`config.mk`:
```
export PLATFORM = sky130hd
export DESIGN_NAME = if_id_pipe
export DESIGN_NICKNAME = d
export VERILOG_FILES = /design/src/rtl/if_id_pipe.sv
export SDC_FILE = /design/constraint.sdc
export NUM_CORES = 1
export LEC_CHECK = 0
export BUFFER_PORTS_ARGS = -buffer_cell sky130_fd_sc_hd__buf_4
export CORE_ASPECT_RATIO = 1.75
export CORE_MARGIN = 3
export CORE_UTILIZATION = 49
export CTS_BUF_LIST = sky130_fd_sc_hd__clkbuf_4 sky130_fd_sc_hd__clkbuf_8
export DETAILED_ROUTE_END_ITERATION = 16
export GPL_ROUTABILITY_DRIVEN = 0
export PLACE_DENSITY_LB_ADDON = 0.25
export SYNTH_ARGS = -nofsm -noshare
export SYNTH_HDL_FRONTEND = slang
export SYNTH_SLANG_ARGS = --single-unit
```
`constraint.sdc`:
```
create_clock -name clk -period 2.15 [get_ports clk]
set_input_delay 0.1075 -clock clk [delete_from_list [all_inputs] [get_ports clk]]
set_output_delay 0.1075 -clock clk [all_outputs]
set_load 0.03 [all_outputs]
```
`src/rtl/if_id_pipe.sv`:
```
// IF/ID pipeline register: 2-entry skid buffer between fetch and decode,
// with registered immediate-format predecode of the head instruction.
module if_id_pipe #(
  parameter int unsigned PC_W = 32
) (
  input  logic            clk,
  input  logic            rst_n,
  input  logic            in_valid,
  output logic            in_ready,
  input  logic [31:0]     in_instr,
  input  logic [PC_W-1:0] in_pc,
  input  logic            flush,
  output logic            out_valid,
  input  logic            out_ready,
  output logic [31:0]     out_instr,
  output logic [PC_W-1:0] out_pc,
  output logic [24:0]     raw_src,
  output logic [2:0]      imm_src,
  output logic            illegal
);

  localparam int unsigned INSTR_W = 32;
  localparam int unsigned OP_W    = 7;

  localparam logic [2:0] IMM_I    = 3'b000;
  localparam logic [2:0] IMM_S    = 3'b001;
  localparam logic [2:0] IMM_B    = 3'b010;
  localparam logic [2:0] IMM_J    = 3'b011;
  localparam logic [2:0] IMM_U    = 3'b100;
  localparam logic [2:0] IMM_NONE = 3'b111;

  // Immediate format selected by the opcode field.
  function automatic logic [2:0] imm_fmt(input logic [OP_W-1:0] op);
    logic [2:0] f;
    f = IMM_NONE;
    case (op)
      7'b0000011, 7'b0010011, 7'b1100111, 7'b1110011: f = IMM_I;
      7'b0100011:                                     f = IMM_S;
      7'b1100011:                                     f = IMM_B;
      7'b1101111:                                     f = IMM_J;
      7'b0110111, 7'b0010111:                         f = IMM_U;
      default:                                        f = IMM_NONE;
    endcase
    return f;
  endfunction

  // R-type carries no immediate but is still a recognized opcode.
  function automatic logic op_unknown(input logic [OP_W-1:0] op);
    return (imm_fmt(op) == IMM_NONE) && (op != 7'b0110011);
  endfunction

  logic               main_valid, main_valid_n;
  logic [INSTR_W-1:0] main_instr, main_instr_n;
  logic [PC_W-1:0]    main_pc, main_pc_n;
  logic               skid_valid, skid_valid_n;
  logic [INSTR_W-1:0] skid_instr, skid_instr_n;
  logic [PC_W-1:0]    skid_pc, skid_pc_n;
  logic               in_ready_q;
  logic [2:0]         imm_src_q;
  logic               illegal_q;
  logic               accept;
  logic               pop;

  assign accept = in_valid & in_ready_q & ~flush;
  assign pop    = main_valid & out_ready;

  // Next-state for the head and skid entries; flush wins over everything.
  always_comb begin
    main_valid_n = main_valid;
    main_instr_n = main_instr;
    main_pc_n    = main_pc;
    skid_valid_n = skid_valid;
    skid_instr_n = skid_instr;
    skid_pc_n    = skid_pc;
    if (flush) begin
      main_valid_n = 1'b0;
      skid_valid_n = 1'b0;
    end else if (pop && skid_valid) begin
      main_valid_n = 1'b1;
      main_instr_n = skid_instr;
      main_pc_n    = skid_pc;
      skid_valid_n = 1'b0;
    end else if (accept && (!main_valid || pop)) begin
      main_valid_n = 1'b1;
      main_instr_n = in_instr;
      main_pc_n    = in_pc;
    end else if (accept) begin
      skid_valid_n = 1'b1;
      skid_instr_n = in_instr;
      skid_pc_n    = in_pc;
    end else if (pop) begin
      main_valid_n = 1'b0;
    end
  end

  always_ff @(posedge clk or negedge rst_n) begin
    if (!rst_n) begin
      main_valid <= 1'b0;
      main_instr <= '0;
      main_pc    <= '0;
      skid_valid <= 1'b0;
      skid_instr <= '0;
      skid_pc    <= '0;
      in_ready_q <= 1'b1;
      imm_src_q  <= IMM_NONE;
      illegal_q  <= 1'b0;
    end else begin
      main_valid <= main_valid_n;
      main_instr <= main_instr_n;
      main_pc    <= main_pc_n;
      skid_valid <= skid_valid_n;
      skid_instr <= skid_instr_n;
      skid_pc    <= skid_pc_n;
      in_ready_q <= ~skid_valid_n;
      // Predecode tracks the head data so it is ready with the head itself.
      imm_src_q  <= imm_fmt(main_instr_n[OP_W-1:0]);
      illegal_q  <= main_valid_n & op_unknown(main_instr_n[OP_W-1:0]);
    end
  end

  assign in_ready  = in_ready_q;
  assign out_valid = main_valid;
  assign out_instr = main_instr;
  assign out_pc    = main_pc;
  assign raw_src   = main_instr[31:7];
  assign imm_src   = imm_src_q;
  assign illegal   = illegal_q;

endmodule

```
==> summary.md, run 1 <==
| Metric | Value |
|---|---|
| Internal power | 5.389 mW |
| Vias in the first global route | 5055 |
| Syn Inst Count | 533 |
| Die X | 88.47 microns |
| Met1 Usage GRT | 24.96% |
| Status | complete, but fails checks |
| Adder-cell share of the synthesized area | 0% |
| Maximum capacitance violations | 0 |
| Library cells used by synthesis | 35 |
| WL final | 14690 microns |
| Syn. warnings | 0 |
| Gate power share | 30.0% |
| Clock power share | 26.6% |
| P_leak | 3.737 nW |
| Largest area contributor in the netlist | dfrtp_1 |
| Synth Area in Compound Gates | 10.73% |
| Hold Path Class | input pin to flip-flop |
| Clk slew on worst S/H paths | 0.07 ns |
| Final non-filler cell total | 885 |
| Most frequent cells in the layout | buf_4 (174), dfrtp_1 (130), nor2_1 (91), nand2_1 (78), dlygate4sd3_1 (67) |
| Fill cell count | 805 |
| Layout cells sized above 1 | 38.93% |
| Cell area after synthesis | 5832 sq um |
| Die footprint | 13300 sq um |
| TritonCTS clock tree | built |
| Post-DP Area | 7058 sq um |
| CP Max Fanout | 7 |
| Switching power | 2.655 mW |
| Inserted Clock Buffers | 17 |
| CP endpoint kind | flip-flop |
| N_diodes | 0 |
| Routing usage on met2 | 41.60% |
| Period utilization | 101.5% |
| P&R area growth vs syn | 40.59% |
| Synth top area share | 56.21% |
| Largest net degree at the start of global routing | 65 |
| Antenna viol nets, final | 0 |
| Max Clock Skew | 0.01153 ns |
| Final setup vio count | 1 |
| Top cells by area, synth | dfrtp_1 (56%), mux2_2 (12%), nor2_1 (5.9%) |
| DRC | 0 |
| Largest family of logic cells by synthesized area | simple AND/OR/NAND/NOR gates |
| Post-synthesis simple-gate area fraction | 12.72% |
| Sw frac | 33.01% |
| Yosys reg bits | 135 |
| RSZ-0062 raised after global routing | true |
| WP data required | 2.45 ns |
| Setup Crit Path Kind | flip-flop to flip-flop |
| Most common cell after layout, fill and taps aside | buf_4 |
| Placed insts | 784 |
| Synth Net Count | 602 |
| Core Area | 11580 sq um |
| Final worst setup slack | -0.03298 ns |
| XOR/XNOR Fraction of Synth Area | 0.1502% |
| GRT Total Usage | 22.90% |
| IO Pins | 164 |
| Fin crit period | 2.183 ns |
| Final Max Slew Viols | 0 |
| Clock Latency Late Sink | 0.43 ns |
| Site Rows | 52 |
| Least-Margin Pin Slew | 0.5210 ns |
| Post-synthesis sequential area ratio | 58.01% |
| # H-tree levels | 4 |
| Grt total ovfl | 0 |
| Fin. Hold Viols | 0 |
| Clock buffer depth | 2 |
| Mux contribution to synthesized area | 12.36% |
| Vias/cell | 5.498 |
| Worst slack at placement | -0.06081 ns |
| Multi-input logic area | 2148 sq um |
| CTS sink cnt | 135 |
| Final design utilization | 70.80% |
| Register Area | 3385 sq um |
| DIE HEIGHT | 150.3 microns |
| Peak VDD IR | 0.6708 mV |
| 1st-iter DRT viols | 211 |
| Data arrival time of the critical path | 2.48 ns |
| Post-DP HPWL | 9539 microns |
| Wirelength per Cell | 16.59 microns |
| First-pass GRT wire length | 23680 microns |
| Met3 Track Usage GR | 5.312% |
| Setup TNS Final | -0.03298 ns |
| Avg Cell Area, Syn | 10.94 sq um |
| Fmax | 0.4581 GHz |
| Port Buf Inserts | 163 |
| Startpoint class of the critical path | flip-flop |
| Failing checks | setup timing |
| Post-route cell area | 8199 sq um |
| Reg power frac | 43.4% |
| TritonRoute pass-1 iters | 5 |
| Starting Density | 50.36% |
| Root buf cell | clkbuf_8 |
| Grt peak-use layer | met2 |
| PwrDens | 981.1 nW/um^2 |
| Final #Nets | 807 |
| Via count | 4866 |
| Worst relative slew slack | 65.27% |
| Initial antenna violation count | 0 |
worst paths after layout:
check	startpoint	endpoint	slack (ns)	depth (start not counted)
max	in_ready$_DFF_PN1_	illegal$_DFF_PN0_	-0.03	7
max in group asynchronous	rst_n	in_ready$_DFF_PN1_	1.24	3
min in group asynchronous	rst_n	out_pc[2]$_DFFE_PN0P_	0.18	2
min reg2reg	skid_instr[16]$_DFFE_PN0P_	skid_instr[16]$_DFFE_PN0P_	0.51	1
min	in_valid	out_valid$_DFF_PN0_	0.08	3
max reg2reg	in_ready$_DFF_PN1_	illegal$_DFF_PN0_	-0.03	7
cells by family (layout without fill, tap and decap cells):
group	Yosys count	after routing
AO/OA/AOI/OAI	82	82
XOR/XNOR	1	1
buffers and inverters	64	281
flip-flops	135	135
multiplexers	64	64
AND/OR/NAND/NOR	187	187
Yosys cell counts:
library cell    n
nor4_1          2
dfrtp_1       131
buf_6           2
nand3_1         3
mux2_2         64
a211oi_2        1
and3_1          2
nor2b_4         1
buf_4          25
nor3_1          3
o21ai_0         1
a22oi_1         2
a31oi_1        35
dfstp_2         4
o21ai_1         3
o221ai_1        1
inv_1           4
or3_1           1
a221o_2         1
nor3b_1         2
o31ai_1         1
a211o_1         3
xnor2_1         1
a2bb2oi_1       1
a2111oi_2       1
a221oi_1       25
a21oi_1         4
nand2_1        80
a21o_1          1
nor2_1         92
nand2b_1        1
clkbuf_1       31
o221ai_2        1
a211oi_4        1
buf_2           2
state kept, by name (all words and copies together), names as in the netlist, 3 cells and up:
signal,flops
imm_src,3
out_instr,32
skid_instr,32
out_pc,32
skid_pc,32
per-stage QoR:
stage	power, mW	hold WS (ns)
final	8.044	0.07637
after global routing	8.442	0.07202
after CTS	8.079	0.04748
after detailed placement	5.817	0.1118
after global placement	5.720	0.1122
after floorplan	4.981	-0.1881
power groups by stage:
stage | logic [mW] | registers [mW] | clock network [mW]
2_1_floorplan | 1.06 | 3.93 | 0
3_3_place_gp | 2.23 | 3.49 | 0
3_5_place_dp | 2.29 | 3.53 | 0
4_1_cts | 2.39 | 3.49 | 2.20
5_1_grt | 2.59 | 3.56 | 2.30
6_report | 2.41 | 3.49 | 2.14
final cells by class:
class	instances	area share, %
clock buffer	19	3.189
clock inverter	12	1.862
tap	135	2.060
inverter	4	0.1831
multi-input combinational	334	26.20
timing repair buffer	246	25.23
sequential	135	41.28
critical path, cell delays in order (launching register included):
cell       delay (ns)
dfstp_2          0.57
nand2_4          0.10
a211o_1          0.30
a221o_2          0.44
nor2_1           0.19
a2bb2oi_1        0.11
o31ai_1          0.26
nor3_1           0.09
layer usage:
layer	part of all wire (%)	up-vias
li1	-	2235
met1	37	2415
met2	55	185
met3	5.5	31
met4	2.7	0
met5	0	-
timing repair:
action / CTS / global route
hold endpoints to repair: 162 / 0
endpoints found under the setup margin: 2 / 4
setup buffers: 0 / 3
hold buffers: 67 / 0
pin swaps: 0 / 1
gates resized for setup: 1 / 5
Power figures use the tool's default switching activity.
==> run 2, diff against run 1 <==
==> constraint.sdc (replaced) <==
create_clock -name clk -period 2.15 [get_ports clk]
set_input_delay 0.1075 -clock clk [delete_from_list [all_inputs] [get_ports clk]]
set_output_delay 0.1075 -clock clk [all_outputs]
set_load 0.05 [all_outputs]
==> summary.md, run 2 (same netlist as run 1, synthesis figures left out) <==
| Metric | Value |
|---|---|
| N_diodes | 0 (unchanged) |
| Layout cells sized above 1 | 40.08% (was 38.93%) |
| Post-route cell area | 8376 sq um (was 8199 sq um) |
| Wirelength per Cell | 16.90 microns (was 16.59 microns) |
| Post-DP Area | 7087 sq um (was 7058 sq um) |
| Die footprint | 13300 sq um (unchanged) |
| Die X | 88.47 microns (unchanged) |
| Fin crit period | 2.207 ns (was 2.183 ns) |
| Hold Path Stages | 3 (unchanged) |
| Fmax | 0.4531 GHz (was 0.4581 GHz) |
| Fill cell count | 840 (was 805) |
| Initial antenna violation count | 0 (unchanged) |
| DIE HEIGHT | 150.3 microns (unchanged) |
| Worst relative slew slack | 66.32% (was 65.27%) |
| Routed metal-1 wire length | 5769 microns (was 5372 microns) |
| Most common cell after layout, fill and taps aside | buf_4 (unchanged) |
| P_leak | 3.827 nW (was 3.737 nW) |
| R2R setup slack | -0.06 ns (was -0.03 ns) |
| Grt total ovfl | 0 (unchanged) |
| Switching power | 3.218 mW (was 2.655 mW) |
| RSZ-0062 raised after global routing | true (unchanged) |
| IO Pins | 164 (unchanged) |
| Peak VDD IR | 0.6332 mV (was 0.6708 mV) |
| Period utilization | 102.7% (was 101.5%) |
| Status | complete, but fails checks (unchanged) |
| Final worst setup slack | -0.05713 ns (was -0.03298 ns) |
| CP Max Fanout | 7 (unchanged) |
| Inserted Clock Buffers | 17 (unchanged) |
| 1st-iter DRT viols | 187 (was 211) |
| Gate power share | 33.4% (was 30.0%) |
| Clk slew on worst S/H paths | 0.08 ns (was 0.07 ns) |
| Sw frac | 35.92% (was 33.01%) |
| Met2 wire len | 8202 microns (was 8103 microns) |
| Core Area | 11580 sq um (unchanged) |
| Final Max Slew Viols | 0 (unchanged) |
| Failing checks | setup timing (unchanged) |
| Vias/cell | 5.439 (was 5.498) |
| GRT Total Usage | 23.14% (was 22.90%) |
| TritonCTS clock tree | built (unchanged) |
| Antenna viol nets, final | 0 (unchanged) |
| Max Used Layer | met4 (unchanged) |
| WP data required | 2.45 ns (about the same) |
| Max Clock Skew | 0.01032 ns (was 0.01153 ns) |
| CTS sink cnt | 135 (unchanged) |
| Hold Path Class | input pin to flip-flop (unchanged) |
| CP endpoint kind | flip-flop (unchanged) |
| Largest net degree at the start of global routing | 57 (was 65) |
| Port Buf Inserts | 163 (unchanged) |
| Startpoint class of the critical path | flip-flop (unchanged) |
| Final #Nets | 819 (was 807) |
| Starting Density | 50.36% (unchanged) |
| P&R area growth vs syn | 43.62% (was 40.59%) |
| Clock power share | 27.7% (was 26.6%) |
| Setup Crit Path Kind | flip-flop to flip-flop (unchanged) |
| Root buf cell | clkbuf_8 (unchanged) |
| Final setup vio count | 1 (unchanged) |
| Most frequent cells in the layout | buf_4 (185), dfrtp_1 (130), nor2_1 (91), nand2_1 (78), dlygate4sd3_1 (67) (was buf_4 (174), dfrtp_1 (130), nor2_1 (91), nand2_1 (78), dlygate4sd3_1 (67)) |
| Launch point of the worst hold path | in_valid (unchanged) |
| DRC | 0 (unchanged) |
| # H-tree levels | 4 (unchanged) |
| Fin. Hold Viols | 0 (unchanged) |
| Hold EP | out_valid$_DFF_PN0_ (unchanged) |
| WL met3 | 891 microns (was 811 microns) |
| Clock Latency Late Sink | 0.43 ns (about the same) |
| Setup TNS Final | -0.05713 ns (was -0.03298 ns) |
| FF-to-FF path depth | 6 (was 7) |
| Reg power frac | 38.9% (was 43.4%) |
| Post-DP HPWL | 9955 microns (was 9539 microns) |
| PwrDens | 1070 nW/um^2 (was 981.1 nW/um^2) |
| TritonRoute pass-1 iters | 6 (was 5) |
| Least-Margin Pin Slew | 0.5052 ns (was 0.5210 ns) |
| Internal power | 5.742 mW (was 5.389 mW) |
| WL final | 15150 microns (was 14690 microns) |
| RR Startpoint | in_ready$_DFF_PN1_ (unchanged) |
| First-pass GRT wire length | 23740 microns (was 23680 microns) |
| Site Rows | 52 (unchanged) |
| Clock buffer depth | 2 (unchanged) |
| Data arrival time of the critical path | 2.51 ns (was 2.48 ns) |
| Reg2Reg Capture Point | illegal$_DFF_PN0_ (unchanged) |
| Via count | 4873 (was 4866) |
| Vias in the first global route | 4941 (was 5055) |
| Maximum capacitance violations | 0 (unchanged) |
[run 2: worst max path at each step]
stage | startpoint | endpoint | slack (ns) | depth (start not counted)
2_1_floorplan | in_ready$_DFF_PN1_ | illegal$_DFF_PN0_ | -0.10 | 8
3_3_place_gp | in_ready$_DFF_PN1_ | illegal$_DFF_PN0_ | -0.03 | 7
3_5_place_dp | in_ready$_DFF_PN1_ | illegal$_DFF_PN0_ | -0.12 | 7
4_1_cts | in_ready$_DFF_PN1_ | illegal$_DFF_PN0_ | 0.001 | 8
5_1_grt | in_ready$_DFF_PN1_ | illegal$_DFF_PN0_ | -0.19 | 6
6_report | in_ready$_DFF_PN1_ | illegal$_DFF_PN0_ | -0.06 | 6
[run 2: worst max-delay path, stage by stage (launching register included)]
cell and delay (ns):
dfstp_2 0.56, nand2_4 0.10, a211o_1 0.30, a221o_2 0.48, and3_1 0.23, nor4_1 0.31, nor3_1 0.10
[run 2: layout make-up]
class / count / area (sq um) / area share [%]
Inverter: 4 / 15.01 / 0.1793
Timing Repair Buffer: 258 / 2162 / 25.81
Tap cell: 135 / 168.9 / 2.017
Clock inverter: 12 / 226.5 / 2.704
Multi-Input combinational cell: 334 / 2171 / 25.92
Sequential cell: 135 / 3385 / 40.41
Clock buffer: 18 / 247.7 / 2.958
[run 2: power groups by stage]
stage                     clock network, mW  logic (mW)  registers [mW]
after floorplan                           0        1.21            4.30
after global placement                    0        2.77            3.48
after detailed placement                  0        2.83            3.53
after CTS                              2.54        2.95            3.48
after global routing                   2.63        3.16            3.55
final                                  2.48        2.99            3.48
[run 2: layer usage]
layer  GRT usage, %  vias up
met5              0        -
met4          8.245        0
met3          6.791       25
met2          40.89      176
met1          25.97     2423
li1               -     2249
[run 2: timing repair]
action,4_1_cts,5_1_grt
resized for setup,5,7
hold buffers,67,0
hold endpoints to repair,177,0
setup endpoints to repair,2,4
pin swaps,2,4
buffers inserted,6,4
[run 2: through the flow]
step | setup WS, ns | hold slack [ns] | total power, mW | std cells | utilization (%)
final | -0.05713 | 0.07354 | 8.961 | 896 | 72.32
after floorplan | -0.1036 | -0.1881 | 5.502 | 533 | -
after CTS | 0.001098 | 0.04425 | 8.976 | 892 | 71.62
after global placement | -0.02516 | 0.09142 | 6.252 | 789 | 61.19
after detailed placement | -0.1191 | 0.1004 | 6.359 | 789 | 61.19
after global routing | -0.1938 | 0.06610 | 9.343 | 896 | 72.32
==> run 3, diff against run 2 <==
--- a/config.mk
+++ b/config.mk
@@ -5,6 +5,7 @@
 export SDC_FILE = /design/constraint.sdc
 export NUM_CORES = 1
 export LEC_CHECK = 0
+export ABC_AREA = 1
 export BUFFER_PORTS_ARGS = -buffer_cell sky130_fd_sc_hd__buf_4
 export CORE_ASPECT_RATIO = 1.75
 export CORE_MARGIN = 3
==> summary.md, run 3 <==
| Metric | Value |
|---|---|
| Post-synth ARST share | 100.0% (unchanged) |
| Startpoint class of the critical path | flip-flop (unchanged) |
| Final setup vio count | 0 (was 1) |
| RSZ-0062 raised after global routing | false (was true) |
| Max Clock Skew | 0.01653 ns (was 0.01032 ns) |
| Worst slack at placement | 0.1523 ns (was -0.1191 ns) |
| Most frequent cells in the layout | buf_4 (172), nand2_1 (141), dfrtp_1 (131), dlygate4sd3_1 (67), nor2_1 (61) (was buf_4 (185), dfrtp_1 (130), nor2_1 (91), nand2_1 (78), dlygate4sd3_1 (67)) |
| Via count | 5234 (was 4873) |
| 1st-iter DRT viols | 248 (was 187) |
| Library cells used by synthesis | 26 (was 35) |
| Yosys reg bits | 135 (unchanged) |
| GRT Total Usage | 22.85% (was 23.14%) |
| Wirelength per Cell | 14.91 microns (was 16.90 microns) |
| Syn. warnings | 0 (unchanged) |
| Site Rows | 53 (was 52) |
| Starting Density | 50.56% (was 50.36%) |
| PwrDens | 1056 nW/um^2 (was 1070 nW/um^2) |
| Gate power share | 35.4% (was 33.4%) |
| Setup Crit Path Kind | flip-flop to flip-flop (unchanged) |
| Launch point of the worst path | in_ready$_DFF_PN1_ (unchanged) |
| Grt total ovfl | 0 (unchanged) |
| Final Max Slew Viols | 0 (unchanged) |
| Least-Margin Pin Slew | 0.7755 ns (was 0.5052 ns) |
| Top cell types by occurrence after synthesis | nand2_1 (141), dfrtp_1 (131), nor2_1 (61), a21oi_1 (50), inv_1 (44) (was dfrtp_1 (131), nor2_1 (92), nand2_1 (80), mux2_2 (64), a31oi_1 (35)) |
| Worst relative slew slack | 48.30% (was 66.32%) |
| Period utilization | 91.07% (was 102.7%) |
| WL final | 15430 microns (was 15150 microns) |
| Synth Flop Type | dfrtp_1 (unchanged) |
| Root buf cell | clkbuf_8 (unchanged) |
| Cell area after synthesis | 6102 sq um (was 5832 sq um) |
| Core Area | 12070 sq um (was 11580 sq um) |
| CP Max Fanout | 12 (was 7) |
| Vias in the first global route | 5492 (was 4941) |
| Hold Path Class | input pin to flip-flop (unchanged) |
| Vias/cell | 5.057 (was 5.439) |
| Avg Cell Area, Syn | 9.260 sq um (was 10.94 sq um) |
| # H-tree levels | 4 (unchanged) |
| Launch point of the worst hold path | in_valid (unchanged) |
| Final worst setup slack | 0.1919 ns (was -0.05713 ns) |
| Post-synthesis sequential area ratio | 55.44% (was 58.01%) |
| Port Buf Inserts | 163 (unchanged) |
| Initial antenna violation count | 0 (unchanged) |
| Clk slew on worst S/H paths | 0.08 ns (about the same) |
| Sw frac | 38.68% (was 35.92%) |
| Setup TNS Final | 0 ns (was -0.05713 ns) |
| Clock Latency Late Sink | 0.44 ns (was 0.43 ns) |
| TritonRoute pass-1 iters | 4 (was 6) |
| Inserted Clock Buffers | 17 (unchanged) |
| N_diodes | 0 (unchanged) |
| Layout cells sized above 1 | 31.72% (was 40.08%) |
| Die footprint | 13880 sq um (was 13300 sq um) |
| Top cells by area, synth | dfrtp_1 (54%), nand2_1 (8.7%), mux2_2 (6.5%) (was dfrtp_1 (56%), mux2_2 (12%), nor2_1 (5.9%)) |
| Final #Nets | 926 (was 819) |
| IO Pins | 164 (unchanged) |
| Die X | 90.36 microns (was 88.47 microns) |
| Synth top area share | 53.72% (was 56.21%) |
| Clock power share | 26.6% (was 27.7%) |
| Post-CTS Setup Bufs | 0 (was 6) |
| P_leak | 4.098 nW (was 3.827 nW) |
| Fmax | 0.5107 GHz (was 0.4531 GHz) |
| DIE HEIGHT | 153.6 microns (was 150.3 microns) |
| Post-DP HPWL | 9871 microns (was 9955 microns) |
| CP endpoint kind | flip-flop (unchanged) |
| Peak VDD IR | 0.7064 mV (was 0.6332 mV) |
| Syn Inst Count | 659 (was 533) |
| Internal power | 5.461 mW (was 5.742 mW) |
| Fin crit period | 1.958 ns (was 2.207 ns) |
| Largest area contributor in the netlist | dfrtp_1 (unchanged) |
| Fin. Hold Viols | 0 (unchanged) |
| First-pass GRT wire length | 25920 microns (was 23740 microns) |
| Final design utilization | 69.87% (was 72.32%) |
| Power Total | 8.907 mW (was 8.961 mW) |
| Most common cell after layout, fill and taps aside | buf_4 (unchanged) |
| Leading cell type by number of instances after synthesis | nand2_1 (was dfrtp_1) |
| Maximum capacitance violations | 0 (unchanged) |
| DRC | 0 (unchanged) |
| Data arrival time of the critical path | 2.28 ns (was 2.51 ns) |
| Largest net degree at the start of global routing | 136 (was 57) |
| Number of synthesized flops with an enable pin | 0 (unchanged) |
| Status | completed (was complete, but fails checks) |
| P&R area growth vs syn | 38.20% (was 43.62%) |
| Reg power frac | 38.1% (was 38.9%) |
| RR Startpoint | in_ready$_DFF_PN1_ (unchanged) |
| Synth Net Count | 728 (was 602) |
| Antenna viol nets, final | 0 (unchanged) |
| Switching power | 3.445 mW (was 3.218 mW) |
| CTS sink cnt | 135 (unchanged) |
| WP data required | 2.48 ns (was 2.45 ns) |
| Clock buffer depth | 2 (unchanged) |
| TritonCTS clock tree | built (unchanged) |
## run 3: cell count changes in the layout (fill, tap and decap cells not counted), moves of 10 or more
cell	before	now
a221oi_1	25	0
inv_1	4	44
a21oi_1	4	50
buf_4	185	172
mux2_2	64	35
o21ai_0	1	30
nand2_1	78	141
nor2_1	91	61
nand2_2	1	11
nand3_1	3	34
## run 3: routing by layer
metal	vias up	track usage, %	wire [microns]
li1	2519	-	-
met1	2518	26.35	6129
met2	168	40.19	8163
met3	29	4.356	740
met4	0	11.69	396
met5	-	0	0
## run 3: logic make-up (layout without fill, tap and decap cells)
kind of cell / after synthesis / count (layout) / share of synthesized area (%)
multiplexers: 35 / 35 / 6.459
AO/OA/AOI/OAI: 119 / 119 / 10.76
flip-flops: 135 / 135 / 55.44
buffers and inverters: 110 / 321 / 9.104
AND/OR/NAND/NOR: 260 / 260 / 18.23
## run 3: area by class of cell
class / instances / area, sq um
Tap cell: 165 / 206.4
Sequential cell: 135 / 3383
Clock buffer: 21 / 282.8
Timing Repair Buffer: 243 / 2033
Clock inverter: 11 / 171.4
Inverter: 46 / 172.7
Fill cell: 910 / 3636
Multi-Input combinational cell: 414 / 2183
## run 3: power by group through the flow
stage / clock [mW] / sequential (mW) / combinational [mW]
final: 2.37 / 3.39 / 3.15
after global routing: 2.52 / 3.46 / 3.33
after CTS: 2.40 / 3.39 / 3.16
after detailed placement: 0 / 3.44 / 3.06
after global placement: 0 / 3.41 / 3.01
after floorplan: 0 / 4.37 / 1.24
## run 3: worst max-delay path, cell delays in order (launching register included)
cell,delay [ns]
dfstp_2,0.56
nand2_1,0.08
nor2_4,0.11
nand2_1,0.14
nand2_2,0.13
nand2_4,0.12
nand2_1,0.09
nand2_2,0.09
inv_2,0.06
nand2_2,0.05
nor2_2,0.17
nand2_2,0.11
nand4_1,0.10
nor2_1,0.05
## run 3: what timing repair did
item | 4_1_cts | 5_1_grt
setup endpoints to repair | 0 | 1
resized for setup | 0 | 1
hold buffers | 67 | 0
hold endpoints to repair | 254 | 0
## run 3: per-stage QoR
stage,cells,hold WS [ns],instance area (sq um)
2_1_floorplan,659,-0.1881,6102
3_3_place_gp,936,0.2568,7301
3_5_place_dp,936,0.2661,7301
4_1_cts,1035,0.01468,8426
5_1_grt,1035,0.05157,8433
6_report,1035,0.04071,8433
## run 3: final timing paths
check | endpoint | slack [ns] | depth (start not counted)
setup / recovery | illegal$_DFF_PN0_ | 0.19 | 13
hold / removal | out_valid$_DFF_PN0_ | 0.04 | 3
setup reg to reg | illegal$_DFF_PN0_ | 0.19 | 13
hold reg to reg | skid_instr[7]$_DFFE_PN0P_ | 0.49 | 2
max in group asynchronous | skid_pc[8]$_DFFE_PN0P_ | 1.24 | 3
min in group asynchronous | out_instr[16]$_DFFE_PN0P_ | 0.27 | 3
